<file path="src/rtl/chicken_pkg.sv">
// Shared constants for the game datapath: FSM state codes, card count and player limits.
package chicken_pkg;

    localparam logic [2:0] ST_TITLE   = 3'b000;
    localparam logic [2:0] ST_SELECT  = 3'b001;
    localparam logic [2:0] ST_SHUFFLE = 3'b010;
    localparam logic [2:0] ST_WAIT    = 3'b011;
    localparam logic [2:0] ST_EVAL    = 3'b100;
    localparam logic [2:0] ST_MISS    = 3'b101;
    localparam logic [2:0] ST_MOVE    = 3'b110;
    localparam logic [2:0] ST_WIN     = 3'b111;

    localparam int NUM_CARDS   = 8;
    localparam int MAX_PLAYERS = 4;
    localparam int POS_W       = 5;
    localparam int CNT_W       = 16;

endpackage

</file>
<file path="src/rtl/lfsr16.sv">
// Free-running 16-bit Fibonacci LFSR (taps 16,14,13,11), seeded with 16'hACE1 on reset.
module lfsr16 (
    input  logic        clk,
    input  logic        rst,
    output logic [15:0] q
);

    logic [15:0] lfsr_q;
    logic [15:0] lfsr_d;

    always_comb begin
        lfsr_d = {lfsr_q[14:0], lfsr_q[15] ^ lfsr_q[13] ^ lfsr_q[12] ^ lfsr_q[10]};
    end

    always_ff @(posedge clk) begin
        if (rst) begin
            lfsr_q <= 16'hACE1;
        end else begin
            lfsr_q <= lfsr_d;
        end
    end

    assign q = lfsr_q;

endmodule

</file>
<file path="src/rtl/game_datapath.sv">
// Game datapath: board, player positions, turn order, card selection and per-state timers.
// Define SHUFFLE_LFSR_EN to fill the board from an LFSR instead of the fixed i mod 8 pattern.
module game_datapath
    import chicken_pkg::*;
#(
    parameter int BOARD_LEN = 16,
    parameter int TITLE_CYC = 100,
    parameter int SHOW_CYC  = 50,
    parameter int STEP_CYC  = 25
) (
    input  logic        clk,
    input  logic        rst,
    input  logic [3:0]  key,
    input  logic [2:0]  M,
    input  logic        A,
    input  logic        D,
    input  logic        WR,
    output logic        c,
    output logic        go,
    output logic        win,
    output logic [1:0]  cur_player,
    output logic [2:0]  num_players,
    output logic [2:0]  sel_card,
    output logic        prompt,
    output logic [19:0] pos_flat,
    input  logic [4:0]  rd_addr,
    output logic [2:0]  rd_pic
);

    localparam int AW      = $clog2(BOARD_LEN);
    localparam int QUARTER = BOARD_LEN / 4;
    localparam logic [5:0] BL6 = 6'(BOARD_LEN);
    localparam logic [6:0] BL7 = 7'(BOARD_LEN);
    // c is registered, so it is raised from the cycle before the done cycle (cycle counts must be >= 2)
    localparam logic [CNT_W-1:0] TITLE_LAST = CNT_W'(TITLE_CYC - 1);
    localparam logic [CNT_W-1:0] SHUF_LAST  = CNT_W'(BOARD_LEN);
    localparam logic [CNT_W-1:0] SHOW_LAST  = CNT_W'(SHOW_CYC - 1);
    localparam logic [CNT_W-1:0] STEP_LAST  = CNT_W'(STEP_CYC - 1);
    localparam logic [CNT_W-1:0] SHOW_DONE  = CNT_W'(SHOW_CYC);
    localparam logic [CNT_W-1:0] BL_CNT     = CNT_W'(BOARD_LEN);

    logic [2:0]       m_q, m_d;
    logic [CNT_W-1:0] cnt_q, cnt_d;
    logic             c_q, c_d;
    logic             win_q, win_d;
    logic [1:0]       cur_q, cur_d;
    logic [2:0]       num_q, num_d;
    logic [2:0]       sel_card_q, sel_card_d;
    logic             sel_valid_q, sel_valid_d;
    logic             prompt_q, prompt_d;
    logic [5:0]       steps_q [MAX_PLAYERS];
    logic [5:0]       steps_d [MAX_PLAYERS];
    logic [2:0]       board_q [BOARD_LEN];
    logic [2:0]       board_d [BOARD_LEN];

    logic             entry;
    logic [CNT_W-1:0] cyc_idx;
    logic [POS_W-1:0] pos_w [MAX_PLAYERS];
    logic [5:0]       target_inc;
    logic [AW-1:0]    target_idx;
    logic [AW-1:0]    wr_idx;
    logic [2:0]       shuffle_pic;

    // cyc_idx is the 1-based cycle number within the current state; it saturates instead of wrapping
    assign entry   = (M != m_q);
    assign cyc_idx = entry ? CNT_W'(1) : ((&cnt_q) ? cnt_q : cnt_q + 1'b1);
    assign wr_idx  = AW'(cyc_idx - 1'b1);

`ifdef SHUFFLE_LFSR_EN
    logic [15:0] lfsr_val;
    logic        lfsr_unused;

    lfsr16 u_lfsr (
        .clk (clk),
        .rst (rst),
        .q   (lfsr_val)
    );

    assign shuffle_pic = lfsr_val[2:0];
    assign lfsr_unused = ^lfsr_val[15:3];
`else
    assign shuffle_pic = cyc_idx[2:0] - 3'd1;
`endif

    generate
        for (genvar gi = 0; gi < MAX_PLAYERS; gi++) begin : g_pos
            logic [6:0] pos_sum;
            assign pos_sum   = 7'(gi * QUARTER) + {1'b0, steps_q[gi]};
            assign pos_w[gi] = POS_W'((pos_sum >= BL7) ? pos_sum - BL7 : pos_sum);
            assign pos_flat[POS_W*gi +: POS_W] = pos_w[gi];
        end
    endgenerate

    assign target_inc = {1'b0, pos_w[cur_q]} + 6'd1;
    assign target_idx = AW'((target_inc == BL6) ? 6'd0 : target_inc);

    always_comb begin
        m_d         = M;
        cnt_d       = cyc_idx;
        win_d       = win_q;
        cur_d       = cur_q;
        num_d       = num_q;
        sel_card_d  = sel_card_q;
        sel_valid_d = sel_valid_q;
        prompt_d    = A;
        steps_d     = steps_q;
        board_d     = board_q;

        if (M == ST_SELECT && WR && key >= 4'd2 && key <= 4'd4) begin
            num_d = key[2:0];
        end

        if (M == ST_WAIT && key != 4'd0) begin
            sel_card_d  = key[2:0] - 3'd1;
            sel_valid_d = (key <= 4'd8);
        end

        if (D && M != ST_WIN && steps_q[cur_q] != BL6) begin
            steps_d[cur_q] = steps_q[cur_q] + 6'd1;
            if (steps_q[cur_q] + 6'd1 == BL6) begin
                win_d = 1'b1;
            end
        end

        if (M == ST_MISS && cyc_idx == SHOW_DONE) begin
            cur_d = ({1'b0, cur_q} + 3'd1 >= num_q) ? 2'd0 : cur_q + 2'd1;
        end

        if (M == ST_SHUFFLE) begin
            if (entry) begin
                for (int p = 0; p < MAX_PLAYERS; p++) begin
                    steps_d[p] = '0;
                end
                cur_d = 2'd0;
                win_d = 1'b0;
            end
            if (cyc_idx <= BL_CNT) begin
                board_d[wr_idx] = shuffle_pic;
            end
        end
    end

    always_comb begin
        c_d = 1'b0;
        case (M)
            ST_TITLE:   c_d = (cyc_idx == TITLE_LAST);
            ST_SHUFFLE: c_d = (cyc_idx == SHUF_LAST);
            ST_MISS:    c_d = (cyc_idx == SHOW_LAST);
            ST_MOVE:    c_d = (cyc_idx == STEP_LAST) && !win_d;
            default:    c_d = 1'b0;
        endcase
    end

    always_ff @(posedge clk) begin
        if (rst) begin
            m_q         <= ST_TITLE;
            cnt_q       <= '0;
            c_q         <= 1'b0;
            win_q       <= 1'b0;
            cur_q       <= 2'd0;
            num_q       <= 3'd2;
            sel_card_q  <= 3'd0;
            sel_valid_q <= 1'b0;
            prompt_q    <= 1'b0;
            for (int p = 0; p < MAX_PLAYERS; p++) begin
                steps_q[p] <= '0;
            end
            for (int i = 0; i < BOARD_LEN; i++) begin
                board_q[i] <= '0;
            end
        end else begin
            m_q         <= m_d;
            cnt_q       <= cnt_d;
            c_q         <= c_d;
            win_q       <= win_d;
            cur_q       <= cur_d;
            num_q       <= num_d;
            sel_card_q  <= sel_card_d;
            sel_valid_q <= sel_valid_d;
            prompt_q    <= prompt_d;
            steps_q     <= steps_d;
            board_q     <= board_d;
        end
    end

    assign c           = c_q;
    assign win         = win_q;
    assign cur_player  = cur_q;
    assign num_players = num_q;
    assign sel_card    = sel_card_q;
    assign prompt      = prompt_q;
    assign go          = (M == ST_EVAL) && sel_valid_q && (board_q[target_idx] == sel_card_q);
    assign rd_pic      = ({1'b0, rd_addr} < BL6) ? board_q[rd_addr[AW-1:0]] : 3'd0;

endmodule

</file>
<file path="config.mk">
export PLATFORM = sky130hd
export DESIGN_NAME = game_datapath
export DESIGN_NICKNAME = d
export VERILOG_FILES = /design/src/rtl/chicken_pkg.sv /design/src/rtl/lfsr16.sv /design/src/rtl/game_datapath.sv
export SDC_FILE = /design/constraint.sdc
export NUM_CORES = 1
export LEC_CHECK = 0
export BUFFER_PORTS_ARGS = -buffer_cell sky130_fd_sc_hd__clkbuf_2
export CAP_MARGIN = 20
export CORE_MARGIN = 2
export CORE_UTILIZATION = 55
export CTS_BUF_LIST = sky130_fd_sc_hd__clkbuf_4 sky130_fd_sc_hd__clkbuf_8 sky130_fd_sc_hd__clkbuf_16
export CTS_CLUSTER_SIZE = 40
export DETAILED_ROUTE_END_ITERATION = 8
export GPL_TIMING_DRIVEN = 1
export PLACE_DENSITY = 0.77
export RECOVER_POWER = 25
export SLEW_MARGIN = 20
export SYNTH_ARGS = -nofsm -noshare
export SYNTH_HDL_FRONTEND = slang
export SYNTH_SLANG_ARGS = --single-unit
export TNS_END_PERCENT = 50
</file>
<file path="constraint.sdc">
create_clock -name clk -period 5.1 [get_ports clk]
set_input_delay 1.53 -clock clk [delete_from_list [all_inputs] [get_ports clk]]
set_output_delay 1.53 -clock clk [all_outputs]
set_load 0.01 [all_outputs]
</file>
* Word-level counts from Yosys, hierarchy flattened *
Cells that the tools add are included.

word-level totals
  flip-flop bits (word level) = 103
  bits of input ports = 17
  output and inout port bits = 35
  logic and storage cells = 136

cells by class
  add/sub/neg operators = 15
  $lt $le $gt $ge = 16
  equal/unequal tests = 17
  muxes and demuxes = 38
  bitwise logic cells = 4
  reductions and logical operators = 17

operators by type and width
  operator                                                                             count
  24-bit two-way mux                                                                   3
  48-bit bitwise mux                                                                   1
  16-bit by 5-bit equality test with 1-bit output, second input constant               2
  16-bit by 6-bit equality test with 1-bit output, second input constant               2
  16-bit two-way mux                                                                   2
  5-bit two-way mux                                                                    6
  3-bit binary-select mux with 4-bit select                                            2
  24-bit bitwise mux                                                                   1
  7-bit by 5-bit greater-or-equal comparator with 1-bit output, second input constant  3
  5-bit subtractor, second input constant                                              4
  3-bit two-way mux                                                                    6
  6-bit two-way mux                                                                    3
  16-bit by 1-bit adder with 16-bit output, second input constant                      1
  16-bit by 7-bit equality test with 1-bit output, second input constant               1
  16-bit by 5-bit <= comparator with 1-bit output, second input constant               1
  16-bit AND reduction                                                                 1
  5-bit greater-or-equal comparator, second input constant                             3
  4-bit inverter with 5-bit output                                                     3
  4-bit by 6-bit adder with 7-bit output, first input constant                         2
  6-bit binary-select mux with 2-bit select                                            1
  3-bit demux with 4-bit select                                                        1
  6-bit demux with 2-bit select                                                        1
  6-bit by 5-bit equality test with 1-bit output, second input constant                2
  1-bit logical AND                                                                    12
  other kinds (33)                                                                     43

* Depth between registers and ports, before layout *
Gate-level depths: netlist of the first run.

  depth after elaboration = 15
  depth in mapped cells = 14
  gate-level depth less buffers = 13

* Worst setup path before layout of the first run *
No wires, ideal clock.

  path kind = flip-flop to output port
  start = register cur_q[0] (netlist: cur_player[0])
  end = output port go
  arrival = 3548 ps
  required time = 3570 ps
  path slack = 22 ps
  stages on the path, launching flop included = 13
  buffers on the path = 5
  path through = dfxtp_1 > buf_6 > mux4_2 > buf_6 > clkbuf_1 > ha_1 > buf_1 > buf_1 > mux4_1 > mux2_2 > a21oi_1 > nand4_1 > a211oi_2

between the ends
  word-level cells in the longest chain between the ends = 13

ends and longest elaborated chain
  element                                                     RTL line              text
  start, declared                                             game_datapath.sv:46   logic [1:0] cur_q, cur_d;
  start signal, assigned                                      game_datapath.sv:176  cur_q <= cur_d;
  2-bit inverter with 3-bit output (implied by the code) (*)  game_datapath.sv:94   assign target_inc = {1'b0, pos_w[cur_q]} + 6'd1;
  5-bit binary-select mux with 2-bit select (*)               game_datapath.sv:94
  5-bit two-way mux (implied by the code) (*) (2 in series)   game_datapath.sv:94
  5-bit by 1-bit adder with 6-bit output (*)                  game_datapath.sv:94
  6-bit by 5-bit equality test with 1-bit output              game_datapath.sv:95   assign target_idx = AW'((target_inc == BL6) ? 6'd0 : target_inc);
  4-bit two-way mux (*)                                       game_datapath.sv:95
  4-bit inverter with 5-bit output (implied by the code) (*)  game_datapath.sv:192  assign go = (M == ST_EVAL) && sel_valid_q && (board_q[target_idx] == sel_card_q);
  3-bit binary-select mux with 4-bit select (*)               game_datapath.sv:192
  3-bit two-way mux (implied by the code) (*) (2 in series)   game_datapath.sv:192
  3-bit equality test (*)                                     game_datapath.sv:192
  1-bit logical AND (*)                                       game_datapath.sv:192
  end, declared                                               game_datapath.sv:19   output logic go,

Mark *: on every way between the ends. The rest lies on a longest branch, timed or not. The select of a mux whose other input is x is not followed.

* Final worst setup path of the first run *
Same ends and word-level chain as after synthesis.

==> results.md, run 1 <==
* # DRC at 0
* Die area at 12,200 um^2
* Largest net degree at the start of global routing at 39
* Multi-input logic area at 3800 um^2
* # Max-Cap Violations at 1
* WHS Endpoint: board_q[8]
* Synth area leader: dfxtp_1
* Commonest cells in the netlist: 103 x dfxtp_1, 91 x nor2_1, 66 x mux2i_1
* Count leader, synth: dfxtp_1
* Status: finished, violations left
* Vias at 5,066
* Yosys cell types at 64
* Top fanout value on the critical path at 14
* Tot GR Track Use at 26.1%
* Total power at 1760 uW
* Final hold viol count at 0
* Routed length per instance at 18.4 um
* Reg area at 2060 um^2
* DR pass1 iterations at 5
* Clk_skew at 0.00680 ns
* R2r worst-path depth at 13
* Post-layout minimum cycle time at 4.97 ns
* Critical Path RT at 3.57 ns
* Clk Latency, worst-skew pair at 0.36 ns
* Filler cells at 884
* First-pass GRT wire length at 24.4 mm
* Dpl hpwl at 11.1 mm
* R2R Path End: board_q[24]
* Final Setup Violations at 0
* Die X at 110 um
* Fmax at 201 MHz
* Failing checks: capacitance limit, slew limit
* Post-Synthesis Cells at 654
* ANT cells at 0
* Kind of end point of the critical path: output port
* Worst Hold Path Cells at 2
* Reg-to-reg setup timing slack at 0.94 ns
* Total core area at 10,900 um^2
* Crit path launch type: flip-flop
* Layout Nets at 715
* Row cnt at 38
* Crit path kind: reg -> out
* Ratio of cells with drive above 1 in the final layout at 13.3%
* Period utilization at 97.4%
* Mapped Nets at 692
* Most used DFF post-synth: dfxtp_1
* GRT overflow at 0
* CTS tree: yes
* Synth area leaders: dfxtp_1 33%, mux2i_1 11%, mux4_2 8.0%
* Worst rel slew slack at -0.119%
* Max clock buf depth at 2
* CTS root buf: clkbuf_16
* Post-synth EDFFs at 0
* Actual slew at the worst max-slew pin at 1.50 ns
* Initial DRC count at 406
* Io pins at 52
* Setup TNS at 0 ns
* Area delta synth->final at 9.25%
* FF-to-FF Start: cnt_q[0]
* Final WL at 15.1 mm
* Via density at 6.16
* #FFs+latches synth at 103
* DIE HEIGHT at 110 um
* PwrDens at 258 nW/um^2
* ANT nets after route at 0
* CTS H-tree lvls at 3
* Placer Congestion at 0.918
* Arr. time, crit path at 3.44 ns
* Synthesized area per cell at 9.52 um^2
* Worst vdd ir at 0.000154 V
* Leakage at 0.00283 uW
* Initial core utilization at 56.9%
* Seq/Total Area, Yosys at 33.1%
* Worst-path clk slew at 0.07 ns
* Pins Over Slew Limit at 38
* Synth warnings at 0
* Clock sinks at 103
* Port Buffers at 51
* # hold bufs at CTS at 0
* Hold path start: board_q[8]
* Num CTS Buffers at 9
* Hold Path Class: reg -> reg
* Post-Syn Area at 6220 um^2
* Unrepaired setup endpoints after global routing: false
* Number of global-route vias before repair at 4,873
* Initial antenna violation count at 0
* Async SR Flop Fraction at 0%
* Share of the synthesized area in the top cell type at 33.1%
[area by class of cell]
class / instances / area share [%]
clock buffer: 11 / 3.62
clock inverter: 5 / 1.55
inverter: 29 / 1.60
multi-input combinational: 472 / 55.9
sequential: 103 / 30.3
tap: 140 / 2.58
timing repair buffer: 62 / 4.47
[flip-flops by register name, summed over array words and instances (netlist names)]
name / count
m_q: 3
board_q: 48
cnt_q: 16
steps_q: 24
sel_card: 3
prompt: 1
num_players: 3
cur_player: 2
win: 1
sel_valid_q: 1
c: 1
[worst max path at each step]
stage	start	to	slack, ns	depth (start not counted)
after floorplan	cur_player[0]	go	0.02	12
after global placement	rd_addr[0]	rd_pic[0]	0.41	5
after detailed placement	rd_addr[0]	rd_pic[2]	0.35	5
after CTS	cur_player[0]	go	0.04	9
after global routing	cur_player[0]	go	0.01	10
final	cur_player[0]	go	0.13	10
[layer usage]
layer | wire (um) | global-route usage [%] | vias to the layer above
li1 | - | - | 2407
met1 | 6570 | 33.6 | 2475
met2 | 7310 | 42.9 | 152
met3 | 771 | 4.12 | 32
met4 | 469 | 12.7 | 0
met5 | 0 | 0 | -
[layout by cell type, fill, tap and decap left out, types with 19 or more instances in the layout]
| cell type | count |
|---|---|
| nor2_1 | 91 |
| mux2i_1 | 66 |
| clkbuf_1 | 25 |
| ha_1 | 20 |
| dfxtp_1 | 103 |
| inv_1 | 29 |
| nand2_1 | 28 |
| a21oi_1 | 19 |
| clkbuf_2 | 27 |
| nand3_1 | 22 |
| mux4_2 | 22 |
[critical path, cell delays in order, from the launching register on]
cell and delay [ns]:
dfxtp_1 0.40, mux4_2 0.59, buf_4 0.23, and2_1 0.22, a21o_2 0.29, nand2_8 0.10
o221ai_1 0.12, o21a_1 0.13, or4_1 0.52, a211oi_2 0.29, clkbuf_2 0.18
[where the power goes]
part | internal [uW] | switching, uW | total (uW)
combinational | 52.2 | 83.4 | 136
clock | 498 | 306 | 805
sequential | 810 | 6.01 | 816
[stage by stage]
stage	std cells	utilization, %	worst slack [ns]	hold slack (ns)	instance area, um^2
2_1_floorplan	654	-	0.0218	0.431	6220
3_3_place_gp	805	59.2	0.405	0.458	6470
3_5_place_dp	805	59.2	0.347	0.464	6470
4_1_cts	821	62.4	0.0379	0.479	6820
5_1_grt	822	62.2	0.0147	0.496	6800
6_report	822	62.2	0.134	0.483	6800
[timing repair]
item,CTS,global route
resized for setup,0,1
setup buffers,0,1
setup endpoints to repair,0,1
[kinds of logic (layout without fill, tap and decap cells)]
logic type / count (synthesis) / after routing / synth area share, %
flip-flops: 103 / 103 / 33.1
AND/OR/NAND/NOR: 252 / 252 / 21.2
XOR/XNOR: 20 / 20 / 2.81
buffers and inverters: 79 / 107 / 5.89
adder cells (fa/ha/maj): 21 / 21 / 4.22
AO/OA/AOI/OAI: 75 / 75 / 8.64
multiplexers: 104 / 104 / 24.1
No activity file was read; power rests on OpenSTA's default activity.
==> inputs of run 2 (changes only) <==
CELL_PAD_IN_SITES_DETAIL_PLACEMENT = 0   (was not set)
CELL_PAD_IN_SITES_GLOBAL_PLACEMENT = 2   (was not set)
CORE_UTILIZATION = 38   (was 55)
PLACE_DENSITY = not set   (was 0.77)
PLACE_DENSITY_LB_ADDON = 0.1   (was not set)
clock period = 5.2 ns   (was 5.1 ns; I/O delays follow)
==> run 2 against run 1 <==
Against the previous run:
- the run still ends with capacitance limit, slew limit left
- die area is 43% higher
- routed wire length is 11% higher
- via count is 2.4% lower
- clock-buffer cell count is 2 lower
- total power is 4.7% lower
- critical endpoint unchanged
- non-clock buffer count is 1 lower
- highest routed layer unchanged
- setup slack better by 0.10 ns
- first-iteration DRC count is 11% lower
- global-route usage is 6.6 points lower
- largest power group unchanged
- clock power is 8.3% lower
- final cell count is 9.1% higher
- critical path type unchanged
==> results.md, run 2 (synthesis gave the netlist of run 1 again) <==
* Status: finished, violations left
* Failing checks: capacitance limit, slew limit
* Vias at 4,943
* Crit-path slowest cell: mux4_2
* Hold Path Class: reg -> reg
* Die X at 132 um
* Worst vdd ir at 0.000230 V
* Worst rel slew slack at -14.8%
* Clk_skew at 0.00596 ns
* # Max-Cap Violations at 1
* Max clock buf depth at 2
* Io pins at 52
* Routed length per instance at 18.7 um
* Fmax at 201 MHz
* Unrepaired setup endpoints after global routing: false
* Period utilization at 95.5%
* GRT overflow at 0
* Largest register by flop count: board_q
* Most frequent cells in the layout: 103 x dfxtp_1, 91 x nor2_1, 66 x mux2i_1
* Critical Path RT at 3.64 ns
* Setup TNS at 0 ns
* Leakage at 0.00281 uW
* # hold bufs at CTS at 0
* Initial antenna violation count at 0
* Initial core utilization at 39.0%
* CTS root buf: clkbuf_16
* Pins Over Slew Limit at 41
* Top fanout value on the critical path at 22
* Kind of end point of the critical path: output port
* Ratio of cells with drive above 1 in the final layout at 12.9%
* PwrDens at 244 nW/um^2
* Post-cts resize count at 0
* Area delta synth->final at 10.1%
* # DRC at 0
* Worst Hold Path Cells at 2
* Dpl hpwl at 12.6 mm
* Crit path launch type: flip-flop
* Clk Latency, worst-skew pair at 0.36 ns
* Final WL at 16.7 mm
* Commonest non-fill, non-tap cell in the layout: dfxtp_1
* Final instance area at 6860 um^2
* Worst-path clk slew at 0.07 ns
* Largest register FFs at 48
* Area after DPL at 6570 um^2
* DIE HEIGHT at 132 um
* Number of global-route vias before repair at 4,639
* Placer Congestion at 0.835
* Max incr delay on CP at 0.55 ns
* Port Buffers at 51
* Crit path kind: reg -> out
* Arr. time, crit path at 3.41 ns
* Initial DRC count at 360
* CTS H-tree lvls at 3
* Worst-path cell chain: mux4_2 -> buf_4 -> and2_1 -> a21o_2 -> nand2_8 -> o221ai_1 -> o21a_1 -> or4_1 -> a211oi_2 -> clkbuf_2
* First-pass GRT wire length at 26.6 mm
* Post-layout minimum cycle time at 4.97 ns
* Layout Nets at 714
* Actual slew at the worst max-slew pin at 1.72 ns
* Die area at 17,400 um^2
* CTS tree: yes
* Tot GR Track Use at 19.5%
* ANT nets after route at 0
* Final Setup Violations at 0
* Final hold viol count at 0
* Total core area at 15,900 um^2
* R2r worst-path depth at 13
* Row cnt at 46
* Setup bufs post-CTS at 0
* Clock sinks at 103
* Largest registers: board_q x48, steps_q x24, cnt_q x16
* DR pass1 iterations at 5
* Largest net degree at the start of global routing at 41
* Via density at 5.51
* Num CTS Buffers at 9
* ANT cells at 0
-- run 2: changes by cell type in the layout (fill, tap and decap cells not counted), sizes merged --
cell	change
inv	+1
clkbuf	-2
buf	-1
clkinvlp	-2
clkinv	+4
bufinv	-1
-- run 2: critical path, delay by kind of cell, from the launching register on --
family	cells	cell delay, ns
buffers and inverters	2	0.43
and+or+nand+nor	3	0.89
AOI/OAI and AO/OA	4	0.79
muxes	1	0.55
DFF	1	0.40
-- run 2: per-stage QoR --
stage	hold WS, ns	std cells	utilization, %	total power, uW	worst slack (ns)
detailed placement	0.460	881	41.2	956	0.382
CTS	0.471	897	43.2	1700	0.126
global route	0.489	897	43.0	1750	0.0658
finish	0.469	897	43.0	1670	0.235
global placement	0.458	881	41.2	955	0.406
floorplan	0.431	654	-	914	0.0918
-- run 2: per-layer routing --
metal  up-vias  GRT usage, %  part of all wire [%]
met2       115          31.0                    47
met4         0          4.11                  0.97
li1       2408             -                     -
met3        16          4.23                   4.2
met5         -             0                     0
met1      2404          27.3                    48
-- run 2: layout make-up --
class                      instances  area [um^2]
clock buffer                       9          225
clock inverter                     7         96.3
fill                            1597         9090
inverter                          29          109
multi-input combinational        472         3800
sequential                       103         2060
tap                              216          270
timing repair buffer              61          294
-- run 2: where the power goes --
part | switching [uW] | internal (uW)
combinational | 85.6 | 50.4
sequential | 5.98 | 794
clock | 315 | 424
total | 406 | 1270
-- run 2: final timing paths --
kind / slack (ns) / start / end
setup reg to reg: 0.88 / cnt_q[0] / board_q[27]
hold reg to reg: 0.47 / board_q[11] / board_q[11]
hold / removal: 0.47 / board_q[11] / board_q[11]
setup / recovery: 0.23 / cur_player[0] / go
==> inputs of run 3 (changes only) <==
PLACE_DENSITY = 0.78   (was not set)
PLACE_DENSITY_LB_ADDON = not set   (was 0.1)
==> run 3 against run 2 <==
Against the previous run:
- the run now ends clean
- sequential cell count is the same
- routed wire length shrank 2.0%
- cell area is essentially flat
- die area is the same
- sequential share of layout area is essentially flat
- global-route usage shrank 0.35 points
- total power shrank 1.0%
- clock-buffer cell count grew 3
- critical path depth shrank 1
- via count grew 0.83%
- final cell count grew 0.11%
- clock skew grew 0.00079 ns
==> results.md, run 3 (synthesis gave the netlist of run 1 again) <==
* Status: complete, no violations
* Tot GR Track Use at 19.1%
* Clk Latency, worst-skew pair at 0.35 ns
* # hold bufs at CTS at 0
* DR pass1 iterations at 5
* Port Buffers at 51
* # Max-Cap Violations at 0
* Total core area at 15,900 um^2
* Total power at 1660 uW
* Arr. time, crit path at 3.41 ns
* Post-layout minimum cycle time at 4.97 ns
* Initial DRC count at 298
* CTS tree: yes
* Pins Over Slew Limit at 0
* Clk_skew at 0.00675 ns
* Worst Hold Path Cells at 2
* Filler cells at 1,612
* Reg-to-reg setup timing slack at 1.06 ns
* Leakage at 0.00281 uW
* PwrDens at 242 nW/um^2
* Dpl hpwl at 12.3 mm
* Top fanout value on the critical path at 9
* Fmax at 201 MHz
* FF-to-FF Start: cnt_q[0]
* CTS root buf: clkbuf_16
* # DRC at 0
* DIE HEIGHT at 132 um
* Clock sinks at 103
* Worst rel slew slack at 10.9%
* Largest registers: board_q x48, steps_q x24, cnt_q x16
* Row cnt at 46
* Ratio of cells with drive above 1 in the final layout at 13.0%
* Worst-path clk slew at 0.07 ns
* ANT nets after route at 0
* Setup bufs post-CTS at 0
* Most frequent cells in the layout: 103 x dfxtp_1, 91 x nor2_1, 66 x mux2i_1
* Inst Count DP at 882
* Die X at 132 um
* Final WL at 16.4 mm
* Worst vdd ir at 0.000155 V
* Final Setup Violations at 0
* Final instance area at 6860 um^2
* Num CTS Buffers at 9
* Via density at 5.55
* Max clock buf depth at 2
* Largest register FFs at 48
* ANT cells at 0
* Routed length per instance at 18.3 um
* Setup TNS at 0 ns
* Die area at 17,400 um^2
* Layout Nets at 715
* Unrepaired setup endpoints after global routing: false
* Io pins at 52
* Vias at 4,984
* Hold path start: board_q[11]
* Area delta synth->final at 10.2%
* Hold Path Class: reg -> reg
* R2r worst-path depth at 13
* GRT overflow at 0
* Commonest non-fill, non-tap cell in the layout: dfxtp_1
* WHS Endpoint: board_q[11]
* Area after DPL at 6580 um^2
* Non-Filler Instances at 898
* CTS H-tree lvls at 3
* Largest register by flop count: board_q
* Largest net degree at the start of global routing at 33
* Number of global-route vias before repair at 4,860
* Crit path kind: reg -> out
* Kind of end point of the critical path: output port
* Final hold viol count at 0
* Initial core utilization at 39.0%
* Period utilization at 95.6%
* Placer Congestion at 0.869
* Initial antenna violation count at 0
* R2R Path End: board_q[41]
* First-pass GRT wire length at 26.4 mm
* Actual slew at the worst max-slew pin at 1.34 ns
* Critical Path RT at 3.64 ns
* Crit path launch type: flip-flop
[run 3: power by group]
group	switching [uW]	internal, uW	total (uW)
clock network	307	414	721
logic	85.5	50.4	136
registers	6.08	794	800
[run 3: routing by layer]
metal / GRT usage, % / vias up / share of wire (%)
li1: - / 2415 / -
met1: 24.9 / 2421 / 46
met2: 31.4 / 117 / 48
met3: 4.15 / 31 / 3.9
met4: 6.76 / 0 / 2.7
met5: 0 / - / 0
[run 3: stage by stage]
stage | worst slack (ns) | util, % | hold WS [ns]
6_report | 0.227 | 43.0 | 0.469
5_1_grt | 0.0795 | 43.0 | 0.491
4_1_cts | 0.107 | 43.2 | 0.469
3_5_place_dp | 0.367 | 41.2 | 0.459
3_3_place_gp | 0.430 | 41.2 | 0.460
2_1_floorplan | 0.0918 | - | 0.431
[run 3: area by class of cell]
cell class                      count  area [um^2]  area share [%]
Clock inverter                      4         51.3           0.748
Tap cell                          216          270            3.94
Inverter                           29          109            1.59
Clock buffer                       12          267            3.89
Timing Repair Buffer               62          299            4.36
Sequential cell                   103         2060            30.1
Multi-Input combinational cell    472         3800            55.4
[run 3: worst max path at each step]
stage	from	to	slack, ns	cells past startpoint
2_1_floorplan	cur_player[0]	go	0.09	12
3_3_place_gp	rd_addr[0]	rd_pic[0]	0.43	5
3_5_place_dp	rd_addr[0]	rd_pic[1]	0.37	5
4_1_cts	cur_player[0]	go	0.11	9
5_1_grt	cur_player[0]	go	0.08	9
6_report	cur_player[0]	go	0.23	9
[run 3: repair_timing]
action,4_1_cts,5_1_grt
setup endpoints to repair,0,1
gates resized for setup,0,1
hold endpoints to repair,0,0
[run 3: worst max-delay path, stage by stage (launching register included)]
cell and delay (ns):
dfxtp_1 0.40, mux4_2 0.59, ha_2 0.49, buf_4 0.23, mux4_1 0.34, mux2_2 0.29
a21oi_1 0.16, nand4_1 0.12, a211oi_2 0.26, clkbuf_2 0.18
